## src/rtl/matrix_pkg.sv

```systemverilog
// Shared constants, state encoding and helpers for the result-matrix collector.
package matrix_pkg;

    // Index width that never collapses to zero bits, even for a single-entry range.
    function automatic int unsigned idx_width(input int unsigned n);
        return (n > 1) ? $clog2(n) : 1;
    endfunction

    localparam int unsigned DefaultSize      = 2;
    localparam int unsigned DefaultCellWidth = 32;
    localparam int unsigned DefaultFifoDepth = 2;
    localparam int unsigned DefaultRowWidth  = DefaultSize * DefaultCellWidth;
    localparam int unsigned DefaultIdxWidth  = idx_width(DefaultSize);

    // Encoding chosen so that the acknowledge output is the state bit itself.
    typedef enum logic {
        StWait = 1'b0,
        StAck  = 1'b1
    } in_state_e;

endpackage

```

## src/rtl/row_fifo.sv

```systemverilog
// Small FIFO of completed rows, each carrying a "last row of matrix" tag.
module row_fifo
    import matrix_pkg::*;
#(
    parameter int unsigned Depth     = DefaultFifoDepth,
    parameter int unsigned DataWidth = DefaultRowWidth
) (
    input  logic                 clk_i,
    input  logic                 rst_ni,
    input  logic                 push_i,
    input  logic [DataWidth-1:0] push_data_i,
    input  logic                 push_last_i,
    input  logic                 pop_i,
    output logic [DataWidth-1:0] data_o,
    output logic                 last_o,
    output logic                 full_o,
    output logic                 empty_o
);

    localparam int unsigned PtrWidth = idx_width(Depth);
    localparam int unsigned CntWidth = $clog2(Depth + 1);
    localparam logic [PtrWidth-1:0] LastPtr = PtrWidth'(Depth - 1);

    logic [DataWidth-1:0] mem_q  [Depth];
    logic                 last_q [Depth];
    logic [PtrWidth-1:0]  wr_q, rd_q;
    logic [CntWidth-1:0]  cnt_q;
    logic                 do_push, do_pop;

    function automatic logic [PtrWidth-1:0] next_ptr(input logic [PtrWidth-1:0] p);
        return (p == LastPtr) ? '0 : p + PtrWidth'(1);
    endfunction

    // Status flags and head presentation; an empty FIFO shows an all-zero head.
    always_comb begin
        full_o  = (cnt_q == CntWidth'(Depth));
        empty_o = (cnt_q == '0);
        do_push = push_i && !full_o;
        do_pop  = pop_i && !empty_o;
        data_o  = empty_o ? '0 : mem_q[rd_q];
        last_o  = empty_o ? 1'b0 : last_q[rd_q];
    end

    // Storage, pointers and occupancy count.
    always_ff @(posedge clk_i or negedge rst_ni) begin
        if (!rst_ni) begin
            for (int i = 0; i < int'(Depth); i++) begin
                mem_q[i]  <= '0;
                last_q[i] <= 1'b0;
            end
            wr_q  <= '0;
            rd_q  <= '0;
            cnt_q <= '0;
        end else begin
            if (do_push) begin
                mem_q[wr_q]  <= push_data_i;
                last_q[wr_q] <= push_last_i;
                wr_q         <= next_ptr(wr_q);
            end
            if (do_pop) begin
                rd_q <= next_ptr(rd_q);
            end
            unique case ({do_push, do_pop})
                2'b10:   cnt_q <= cnt_q + CntWidth'(1);
                2'b01:   cnt_q <= cnt_q - CntWidth'(1);
                default: cnt_q <= cnt_q;
            endcase
        end
    end

endmodule

```

## src/rtl/result_collector.sv

```systemverilog
// Collects result cells from the column processor into rows and queues them downstream.
module result_collector
    import matrix_pkg::*;
#(
    parameter int unsigned size       = DefaultSize,
    parameter int unsigned cell_width = DefaultCellWidth,
    parameter int unsigned fifo_depth = DefaultFifoDepth
) (
    input  logic                         in_clk,
    input  logic                         in_reset,
    input  logic                         in_ready,
    input  logic [cell_width-1:0]        in_cell_c,
    output logic                         out_ack,
    output logic [size*cell_width-1:0]   out_row_c,
    output logic                         out_row_valid,
    input  logic                         in_row_ack,
    output logic                         out_row_last
);

    localparam int unsigned RowWidth = size * cell_width;
    localparam int unsigned IdxWidth = idx_width(size);
    localparam logic [IdxWidth-1:0] LastIdx = IdxWidth'(size - 1);

    in_state_e             state_q;
    logic [IdxWidth-1:0]   col_q, row_q;
    logic [RowWidth-1:0]   partial_q;
    logic [RowWidth-1:0]   row_assembled;
    logic                  row_done, capture, push;
    logic                  fifo_full, fifo_empty;

    // Capture gating and row assembly; the first cell lands in the most significant slot.
    always_comb begin
        row_done      = (col_q == LastIdx);
        // Uses the registered full flag, so a pop on this edge cannot admit the push.
        capture       = (state_q == StWait) && in_ready && !(row_done && fifo_full);
        push          = capture && row_done;
        row_assembled = partial_q;
        row_assembled[(int'(size) - 1 - int'(col_q)) * int'(cell_width) +: cell_width] = in_cell_c;
    end

    // Input handshake FSM together with column/row counters and the partial row.
    always_ff @(posedge in_clk or negedge in_reset) begin
        if (!in_reset) begin
            state_q   <= StWait;
            col_q     <= '0;
            row_q     <= '0;
            partial_q <= '0;
        end else begin
            unique case (state_q)
                StWait:  if (capture)   state_q <= StAck;
                StAck:   if (!in_ready) state_q <= StWait;
                default: state_q <= StWait;
            endcase
            if (capture) begin
                partial_q <= row_assembled;
                col_q     <= row_done ? '0 : col_q + IdxWidth'(1);
            end
            if (push) begin
                row_q <= (row_q == LastIdx) ? '0 : row_q + IdxWidth'(1);
            end
        end
    end

    assign out_ack       = (state_q == StAck);
    assign out_row_valid = !fifo_empty;

    row_fifo #(
        .Depth     (fifo_depth),
        .DataWidth (RowWidth)
    ) u_row_fifo (
        .clk_i       (in_clk),
        .rst_ni      (in_reset),
        .push_i      (push),
        .push_data_i (row_assembled),
        .push_last_i (row_q == LastIdx),
        .pop_i       (in_row_ack),
        .data_o      (out_row_c),
        .last_o      (out_row_last),
        .full_o      (fifo_full),
        .empty_o     (fifo_empty)
    );

endmodule

```

## config.mk

```make
export PLATFORM = sky130hd
export DESIGN_NAME = result_collector
export DESIGN_NICKNAME = d
export VERILOG_FILES = /design/src/rtl/matrix_pkg.sv /design/src/rtl/row_fifo.sv /design/src/rtl/result_collector.sv
export SDC_FILE = /design/constraint.sdc
export NUM_CORES = 1
export LEC_CHECK = 0
export ABC_AREA = 1
export CAP_MARGIN = 25
export CORE_MARGIN = 2
export CORE_UTILIZATION = 35
export DETAILED_ROUTE_END_ITERATION = 7
export GPL_TIMING_DRIVEN = 0
export MAX_ROUTING_LAYER = met4
export REMOVE_ABC_BUFFERS = 1
export SLEW_MARGIN = 10
export SYNTH_ARGS = -nofsm -noshare
export SYNTH_HDL_FRONTEND = slang
export SYNTH_SLANG_ARGS = --single-unit
```

## constraint.sdc

```tcl
create_clock -name in_clk -period 3.2 [get_ports in_clk]
set_clock_uncertainty 0.1 [all_clocks]
set_input_delay 0.64 -clock in_clk [delete_from_list [all_inputs] [get_ports in_clk]]
set_output_delay 0.64 -clock in_clk [all_outputs]
set_load 0.01 [all_outputs]
```

Yosys cells after proc, flatten, opt, wreduce, memory -nomap -nowiden

Index checks and enable logic that the tools add are counted.

Shifts and indexed selects: 2
Muxes and demuxes: 23
Order comparisons: 3
Reductions and logical operators: 12
Bitwise logic cells: 3
Add/subtract/negate cells: 8
Equality and inequality tests: 3

Operators by type and width:

| cell                                                                      | count |
|---|---|
| 64-bit two-way mux                                                        | 5 |
| 128-bit bitwise mux                                                       | 1 |
| 64-bit bitwise mux                                                        | 1 |
| 64-bit demux with 1-bit select                                            | 1 |
| 32-bit by 33-bit variable shift with 64-bit output (first input constant) | 1 |
| 32-bit by 33-bit variable part select with 64-bit output                  | 1 |
| 7-bit negation with 33-bit output                                         | 1 |
| 1-bit two-way mux                                                         | 11 |
| 1-bit logical AND                                                         | 7 |
| 1-bit adder (second input constant)                                       | 4 |
| 2-bit equality test (second input constant)                               | 2 |
| 2-bit greater-or-equal comparator (second input constant)                 | 2 |
| 1-bit NOT with 2-bit output                                               | 2 |
| 2-bit case mux with 2 select lines                                        | 1 |
| 1-bit zero test                                                           | 3 |
| 2-bit by 1-bit adder with 2-bit output (second input constant)            | 1 |
| 2-bit bitwise mux                                                         | 1 |
| 2-bit by 1-bit equality test with 1-bit output (second input constant)    | 1 |
| 2-bit zero test                                                           | 1 |
| 2-bit by 1-bit < comparator with 1-bit output (second input constant)     | 1 |
| 1-bit case mux with 2 select lines                                        | 1 |
| 2-bit nonzero test                                                        | 1 |
| 1-bit by 1-bit subtractor with 2-bit output (first input constant)        | 1 |
| 2-bit by 1-bit subtractor with 2-bit output (second input constant)       | 1 |
| 2 further kinds                                                           | 2 |

Flip-flop bits (word level): 201
Word-level logic and storage cells: 65
Output and inout port bits: 67
Input bits: 36

Longest topological paths before layout

Gate-level depths: netlist of run 1.

Word-level depth: 8
Depth in mapped cells: 8
Depth with buffers taken out: 7

Modules after synthesis

Synthesis of run 1 repeated with hierarchy kept, for this count alone.

Cells, all modules: 1319
Area total of the unflattened synthesis: 9910.8 µm²

Modules (own cells, without submodules):

| module           | sequential area each (µm²) | area an instance (µm²) | cells each | times used |
|---|---|---|---|---|
| row_fifo         | 3353.2                     | 6500.0                 | 824        | 1 |
| result_collector | 1676.6                     | 3410.8                 | 495        | 1 |

Worst setup path before layout of run 1

Ideal clock, no wire load.

Path kind: flip-flop to output port
Start: register u_row_fifo.cnt_q[0]
End: output port out_row_c[33]
Required time: 2.460 ns
Setup slack: 1.276 ns
Cell stages (with the launch flop): 5
Data arrival time: 1.184 ns
Buffers on the path: 2
Cell sequence: dfrtp_1 nor2_1 buf_2 buf_1 a21oi_1

Cells in the longest elaborated chain, start to end: 2

Ends and longest elaborated chain:

| item                   | line                   | RTL |
|---|---|---|
| start, declared        | row_fifo.sv:27         | `logic [CntWidth-1:0] cnt_q;` |
| start signal, assigned | row_fifo.sv:64         | `2'b10: cnt_q <= cnt_q + CntWidth'(1);` |
| start signal, assigned | row_fifo.sv:65         | `2'b01: cnt_q <= cnt_q - CntWidth'(1);` |
| start signal, assigned | row_fifo.sv:66         | `default: cnt_q <= cnt_q;` |
| 2-bit zero test        | row_fifo.sv:37         | `empty_o = (cnt_q == '0);` |
| 64-bit two-way mux     | row_fifo.sv:40         | `data_o = empty_o ? '0 : mem_q[rd_q];` |
| end, declared          | result_collector.sv:14 | `output logic [size*cell_width-1:0] out_row_c,` |

No other way between the ends.

Worst setup path after layout of run 1

Start: register u_row_fifo.cnt_q[0]
End: output port out_row_c[60]

The elaborated chain is that of the path after synthesis.

==> insert_results.sql, run 1 <==
INSERT INTO impl_metrics (metric_group, metric, value, unit) VALUES
('clock_network', 'clock_tree_root_buffer_cell', 'clkbuf_16', ''),
('grt', 'overall_global_routing_usage', '0.174', ''),
('grt', 'grt_pass1_wl', '38600', 'um'),
('synthesis', 'total_of_flip_flops_plus_latches_after_synthesis', '201', ''),
('routing', 'detail_route.wirelength', '23600', 'um'),
('worst_setup_path', 'worst-path-max-fanout', '26', ''),
('routing', 'post_drt_via_cell_ratio', '4.68', ''),
('synthesis', 'synth.yosys.warnings', '0', ''),
('clock_network', 'clock_path_buffers', '3', ''),
('finish', 'synthToLayoutAreaGrowth', '24.1', '%'),
('worst_setup_path', 'r2r_slack', '0.45', 'ns'),
('finish', 'nets', '1326', ''),
('worst_setup_path', 'worstSetupPathType', 'reg -> out', ''),
('finish', 'postLayoutCellArea', '11500', 'sq um'),
('grt', 'grt_start_max_net_pins', '108', ''),
('grt', 'initial_antenna_violation_count', '0', ''),
('synthesis', 'synth_sequential_area_ratio', '0.543', ''),
('synthesis', 'post-synth-top-area-cell', 'dfrtp_1', ''),
('floorplan', 'die_x', '167', 'um'),
('finish', 'antenna-diode-count', '0', ''),
('timing', 'max_freq', '0.327', 'GHz'),
('worst_setup_path', 'worst_r2r_endpoint', 'u_row_fifo.mem_q[100]', ''),
('placed_design', 'instance_area_after_placement', '10700', 'sq um'),
('job', 'maxCapViolCount', '0', ''),
('timing', 'final_min_period_over_clock_period', '0.955', ''),
('floorplan', 'boundaryPins', '103', ''),
('synthesis', 'synthesis.area', '9270', 'sq um'),
('clock_network', 'clkLatencyLatePin', '0.50', 'ns'),
('synthesis', 'synth_cell_type_count', '22', ''),
('worst_setup_path', 'worst_r2r_path_depth', '6', ''),
('routing', 'route.antenna.remaining_nets', '0', ''),
('timing', 'crit_path_time_final', '3.05', 'ns'),
('run_status', 'result_of_the_run', 'finished, final reports clean', ''),
('floorplan', 'die_area', '27800', 'sq um'),
('worst_setup_path', 'cp.arrival', '2.31', 'ns'),
('clock_network', 'numCtsBuffers', '23', ''),
('grt', 'grt_overflow', '0', ''),
('routing', 'route.detailed.wl_per_inst', '14.4', 'um'),
('timing', 'maxSlewHeadroom', '0.433', ''),
('worst_setup_path', 'r2r-start', 'col_q', ''),
('placed_design', 'place_congestion', '0.705', ''),
('power_and_ir_drop', 'ir_drop', '0.442', 'mV'),
('timing', 'transition_time_at_the_pin_with_the_least_slew_margin', '0.848', 'ns'),
('clock_network', 'clk_pin_slew_worst_paths', '0.06', 'ns'),
('finish', 'sequential_cell_area', '5040', 'sq um'),
('floorplan', 'initial_utilization', '0.356', ''),
('synthesis', 'syn-mean-instance-area', '7.62', 'sq um'),
('worst_setup_path', 'crit_start', 'u_row_fifo.cnt_q[0]', ''),
('synthesis', 'synth.most_common_cell', 'nand2_1', ''),
('clock_network', 'clock-sinks', '201', ''),
('power_and_ir_drop', 'post-layout-total-power', '0.0124', 'W'),
('synthesis', 'postSynth.topFlopCell', 'dfrtp_1', ''),
('finish', 'finish.utilization', '0.441', ''),
('synthesis', 'ys_top_cells_by_area', 'dfrtp_1 (54%), nand2_1 (25%), a21oi_1 (5.3%), o21ai_0 (5.2%), inv_1 (2.9%)', ''),
('synthesis', 'synthTopCellsByCount', 'nand2_1 (622), dfrtp_1 (201), a21oi_1 (98)', ''),
('clock_network', 'cts_tree', 'yes', ''),
('finish', 'fillers', '2624', ''),
('timing', 'hold_viol_final', '0', ''),
('placed_design', 'dp_hpwl', '13900', 'um'),
('worst_setup_path', 'worstPathRequired', '2.46', 'ns'),
('floorplan', 'design.core.area', '26100', 'sq um'),
('synthesis', 'synth_edf_count', '0', ''),
('power_and_ir_drop', 'power-per-cell-area', '1080', 'nW/um^2'),
('placed_design', 'port_buffers', '102', ''),
('timing', 'timing.final.setup_violations', '0', ''),
('finish', 'multi_input_comb_area', '3580', 'sq um'),
('timing', 'slew_viol_final', '0', ''),
('finish', 'drive_above_1_share', '0.0553', ''),
('timing', 'rsz0062_at_grt', 'false', ''),
('routing', 'initialDrtViolationCount', '497', ''),
('power_and_ir_drop', 'power.leakage', '5.60', 'nW');
[final cells by class]
type	instances	area share
multi-input cells	866	0.312
repair buffers	124	0.123
clock buffers	36	0.0621
inverters	72	0.0251
clock inverters	2	0.00305
flip-flops and latches	201	0.438
well taps	335	0.0364
repair inverters	1	0.000979
[critical path, cell delays in order (launching register included)]
cell and delay, ns:
dfrtp_1 0.50, nor2_4 0.46, buf_12 0.24, a21oi_1 0.09, clkdlybuf4s50_1 0.49
[state kept, by name, indices dropped and copies added (netlist names)]
| name | cells |
|---|---|
| col_q | 1 |
| out_ack | 1 |
| partial_q | 64 |
| row_q | 1 |
| u_row_fifo.cnt_q | 2 |
| u_row_fifo.last_q | 2 |
| u_row_fifo.mem_q | 128 |
| u_row_fifo.rd_q | 1 |
| u_row_fifo.wr_q | 1 |
[metrics by stage]
stage / setup slack (ns) / setup TNS [ns] / hold WS (ns) / instances
after global placement: -7.44 / -2533.35 / 0.361 / 1575
after detailed placement: -0.164 / -1.67 / 0.365 / 1595
after CTS: 0.00598 / 0 / 0.0809 / 1636
final: 0.145 / 0 / 0.0430 / 1637
after floorplan: -1.55 / -270.42 / 0.244 / 1138
after global routing: 0.0432 / 0 / 0.0847 / 1637
[power by group]
group | leakage (nW) | switching (W) | internal [W]
Sequential | 2.53 | 0.000608 | 0.00370
Combinational | 2.71 | 0.00321 | 0.00227
Clock | 0.371 | 0.00100 | 0.00159
[worst min-delay path by stage]
stage / endpoint / startpoint / slack, ns
floorplan: col_q / in_reset / 0.24
global placement: u_row_fifo.mem_q[30] / u_row_fifo.mem_q[30] / 0.36
detailed placement: u_row_fifo.mem_q[120] / u_row_fifo.mem_q[120] / 0.36
CTS: u_row_fifo.mem_q[116] / in_reset / 0.08
global route: u_row_fifo.mem_q[52] / in_reset / 0.08
finish: u_row_fifo.mem_q[52] / in_reset / 0.04
[per-layer routing]
layer,global-route usage,vias up,wire [um]
met5,-,-,0
met4,0.0349,0,369
met3,0.0302,27,1150
met2,0.278,155,10800
met1,0.236,3594,11200
li1,-,3888,-
[repair_timing]
action                     4_1_cts  5_1_grt
hold buffers                     0        0
setup endpoints to repair       65       47
setup buffers                    2        0
resized for setup                5        1
cloned                           1        1
pin swaps                        1        1
[layout by cell type, fill, tap and decap left out]
master / synthesis / layout
inv_16: 0 / 1
buf_6: 5 / 5
clkbuf_1: 22 / 4
o21ai_0: 97 / 97
bufinv_16: 0 / 1
clkbuf_16: 0 / 23
clkdlybuf4s50_1: 0 / 101
nand2_2: 1 / 1
a21oi_2: 0 / 1
buf_12: 0 / 6
buf_4: 8 / 1
inv_4: 0 / 1
nand4_1: 2 / 2
buf_8: 0 / 7
or2_2: 1 / 1
nor2_1: 34 / 33
nand3_1: 1 / 1
inv_2: 1 / 1
xnor2_1: 3 / 3
nor2_2: 2 / 1
clkinv_2: 0 / 1
nand3_4: 1 / 1
inv_1: 71 / 69
dfrtp_1: 201 / 199
nor2_4: 1 / 4
dfrtp_4: 0 / 2
a21oi_1: 98 / 97
nand2_1: 622 / 622
xor2_1: 1 / 1
buf_16: 0 / 4
clkbuf_8: 0 / 9
ha_1: 1 / 1
inv_8: 0 / 1
[cell families after synthesis]
group	after synthesis	share of synthesized area
simple gates	665	0.273
compound gates	195	0.105
xor+xnor	4	0.00378
buf+inv	150	0.0733
flops	201	0.543
fa+ha+maj	1	0.00135
Power figures use the tool's default switching activity.
==> run 2: changes to the inputs <==
--- a/config.mk
+++ b/config.mk
@@ -10,6 +10,7 @@
 export CORE_MARGIN = 2
 export CORE_UTILIZATION = 35
 export DETAILED_ROUTE_END_ITERATION = 7
+export GPL_ROUTABILITY_DRIVEN = 1
 export GPL_TIMING_DRIVEN = 0
 export MAX_ROUTING_LAYER = met4
 export REMOVE_ABC_BUFFERS = 1
==> constraint.sdc (replaced) <==
create_clock -name in_clk -period 3.9 [get_ports in_clk]
set_clock_uncertainty 0.1 [all_clocks]
set_input_delay 0.78 -clock in_clk [delete_from_list [all_inputs] [get_ports in_clk]]
set_output_delay 0.78 -clock in_clk [all_outputs]
set_load 0.01 [all_outputs]
==> run 2 against run 1 <==
  * Flip-flop and latch count stayed put
  * Clock power is 18% lower
  * Final cell count is 0.24% lower
  * Combinational power is 21% lower
  * Global-route usage is 0.31 points lower
  * Final area is 0.46% lower
  * Via count is 0.61% lower
  * Die area stayed put
  * Non-clock buffer count is 2 lower
  * Register-to-register slack better by 0.68 ns
==> insert_results.sql, run 2 (synthesis gave the netlist of run 1 again) <==
INSERT INTO impl_metrics (metric_group, metric, value, unit) VALUES
('worst_setup_path', 'worstPathRequired', '3.02', 'ns'),
('floorplan', 'die_area', '27800', 'sq um'),
('power_and_ir_drop', 'comb_power_share', '0.431', ''),
('finish', 'fillers', '2624', ''),
('grt', 'grt_pass1_wl', '38100', 'um'),
('floorplan', 'initial_utilization', '0.356', ''),
('grt', 'grt_start_max_net_pins', '108', ''),
('floorplan', 'die_y', '167', 'um'),
('routing', 'detail_route.wirelength', '22900', 'um'),
('timing', 'hold_viol_final', '0', ''),
('power_and_ir_drop', 'post-layout-total-power', '0.0101', 'W'),
('grt', 'initial_antenna_violation_count', '0', ''),
('min_path', 'worstHoldPathType', 'in -> async', ''),
('routing', 'first_pass_iters', '5', ''),
('worst_setup_path', 'cp.arrival', '2.87', 'ns'),
('floorplan', 'design.core.area', '26100', 'sq um'),
('finish', 'layout.cells.most_common', 'nand2_1', ''),
('power_and_ir_drop', 'power_switching_share', '0.387', ''),
('finish', 'synthToLayoutAreaGrowth', '23.5', '%'),
('clock_network', 'clock-sinks', '201', ''),
('placed_design', 'place_congestion', '0.705', ''),
('timing', 'setup_total_negative_slack', '0', 'ns'),
('power_and_ir_drop', 'clockPowerShare', '0.212', ''),
('floorplan', 'boundaryPins', '103', ''),
('placed_design', 'dp_hpwl', '13900', 'um'),
('timing', 'crit_path_time_final', '3.75', 'ns'),
('power_and_ir_drop', 'internal_power', '0.00617', 'W'),
('timing', 'timing.hold.ws', '0.193', 'ns'),
('clock_network', 'clock_tree_root_buffer_cell', 'clkbuf_16', ''),
('finish', 'multi_input_comb_area', '3570', 'sq um'),
('power_and_ir_drop', 'power.share.sequential', '0.357', ''),
('timing', 'slew_viol_final', '0', ''),
('power_and_ir_drop', 'total_switching_power', '0.00389', 'W'),
('routing', 'route.antenna.remaining_nets', '0', ''),
('timing', 'final_min_period_over_clock_period', '0.962', ''),
('clock_network', 'htree_num_levels', '1', ''),
('power_and_ir_drop', 'power.leakage', '5.58', 'nW'),
('power_and_ir_drop', 'ir_drop', '0.367', 'mV'),
('finish', 'largest-register', 'u_row_fifo.mem_q', ''),
('routing', 'via_count', '7617', ''),
('timing', 'max_freq', '0.267', 'GHz'),
('clock_network', 'cts_tree', 'yes', ''),
('timing', 'timing.final.setup_violations', '0', ''),
('run_status', 'result_of_the_run', 'finished, final reports clean', ''),
('clock_network', 'clk_pin_slew_worst_paths', '0.06', 'ns'),
('finish', 'sequential_cell_area', '5040', 'sq um'),
('finish', 'registers_with_the_most_flip_flops', 'u_row_fifo.mem_q: 128 flops, partial_q: 64 flops', ''),
('finish', 'most_frequent_cells_in_the_layout', 'nand2_1 (622), dfrtp_1 (199), clkdlybuf4s50_1 (101)', ''),
('worst_setup_path', 'worstSetupPathType', 'reg -> out', ''),
('job', 'maxCapViolCount', '0', ''),
('floorplan', 'num_rows', '59', ''),
('clock_network', 'clkLatencyLatePin', '0.50', 'ns'),
('finish', 'drive_above_1_share', '0.0516', ''),
('clock_network', 'numCtsBuffers', '23', ''),
('grt', 'grt_pass1_vias', '7460', ''),
('routing', 'post_drt_via_cell_ratio', '4.66', ''),
('finish', 'antenna-diode-count', '0', ''),
('worst_setup_path', 'worst-path-max-fanout', '65', ''),
('placed_design', 'port_buffers', '102', ''),
('finish', 'largest_register_ffs', '128', ''),
('timing', 'maxSlewHeadroom', '0.434', ''),
('grt', 'grt_overflow', '0', ''),
('floorplan', 'die_x', '167', 'um'),
('clock_network', 'clock_path_buffers', '3', ''),
('routing', 'remaining_drc_errors', '0', ''),
('worst_setup_path', 'critPathLaunchType', 'flip-flop', ''),
('finish', 'nets', '1322', ''),
('timing', 'rsz0062_at_grt', 'false', ''),
('timing', 'transition_time_at_the_pin_with_the_least_slew_margin', '0.847', 'ns'),
('grt', 'overall_global_routing_usage', '0.171', ''),
('worst_setup_path', 'worst_setup_path_end_kind', 'primary output', ''),
('routing', 'initialDrtViolationCount', '460', ''),
('power_and_ir_drop', 'power-per-cell-area', '878', 'nW/um^2'),
('clock_network', 'post_cts.repair.setup_buffers', '0', ''),
('routing', 'route.detailed.wl_per_inst', '14.0', 'um');
## run 2: cell types whose count changed in the layout (fill, tap and decap cells not counted), sizes merged
cell  delta
inv      -1
nor2     -1
buf      -2
## run 2: timing repair
item,4_1_cts,5_1_grt
resized for setup,1,1
hold buffers,0,0
setup endpoints to repair,25,4
gates cloned,0,0
## run 2: worst max-delay path, stage by stage (launching register included)
cell,delay (ns)
dfrtp_4,0.67
buf_12,0.28
inv_8,0.37
nand2_1,0.10
a21oi_1,0.32
clkdlybuf4s50_1,0.61
## run 2: cell type report
| type | instances | area share |
|---|---|---|
| multi-input combinational | 865 | 0.312 |
| sequential | 201 | 0.440 |
| clock buffer | 36 | 0.0624 |
| inverter | 72 | 0.0245 |
| tap | 335 | 0.0366 |
| clock inverter | 2 | 0.00306 |
| timing repair buffer | 122 | 0.121 |
## run 2: power groups by stage
stage | clock network [W] | logic, W | registers (W)
global placement | 0 | 0.00405 | 0.00375
detailed placement | 0 | 0.00439 | 0.00362
floorplan | 0 | 0.00248 | 0.00355
CTS | 0.00219 | 0.00441 | 0.00359
finish | 0.00213 | 0.00434 | 0.00359
global route | 0.00230 | 0.00491 | 0.00371
## run 2: final timing paths
path                                      start  slack (ns)                    end  cells past startpoint
setup / recovery                u_row_fifo.rd_q        0.15          out_row_c[26]                      5
hold / removal                         in_reset        0.19    u_row_fifo.mem_q[9]                      1
setup reg to reg                          col_q        1.13  u_row_fifo.mem_q[109]                      6
hold reg to reg            u_row_fifo.mem_q[77]        0.37   u_row_fifo.mem_q[77]                      2
max in group asynchronous              in_reset        2.52   u_row_fifo.mem_q[43]                      2
min in group in_clk        u_row_fifo.mem_q[77]        0.37   u_row_fifo.mem_q[77]                      2
## run 2: per-layer routing
layer,global-route usage,share of wire,vias up
li1,-,-,3883
met1,0.232,0.48,3551
met2,0.276,0.46,160
met3,0.0259,0.051,23
met4,0.0330,0.013,0
met5,-,0,-
## run 2: per-stage QoR
stage               std cells  utilization  worst slack (ns)  instance area [sq um]
finish                   1633        0.439             0.149                  11400
global route             1633        0.439            0.0439                  11400
CTS                      1633        0.439            0.0240                  11400
detailed placement       1595        0.410             0.396                  10700
global placement         1575        0.395             -6.88                  10300
floorplan                1138            -            -0.855                   8860
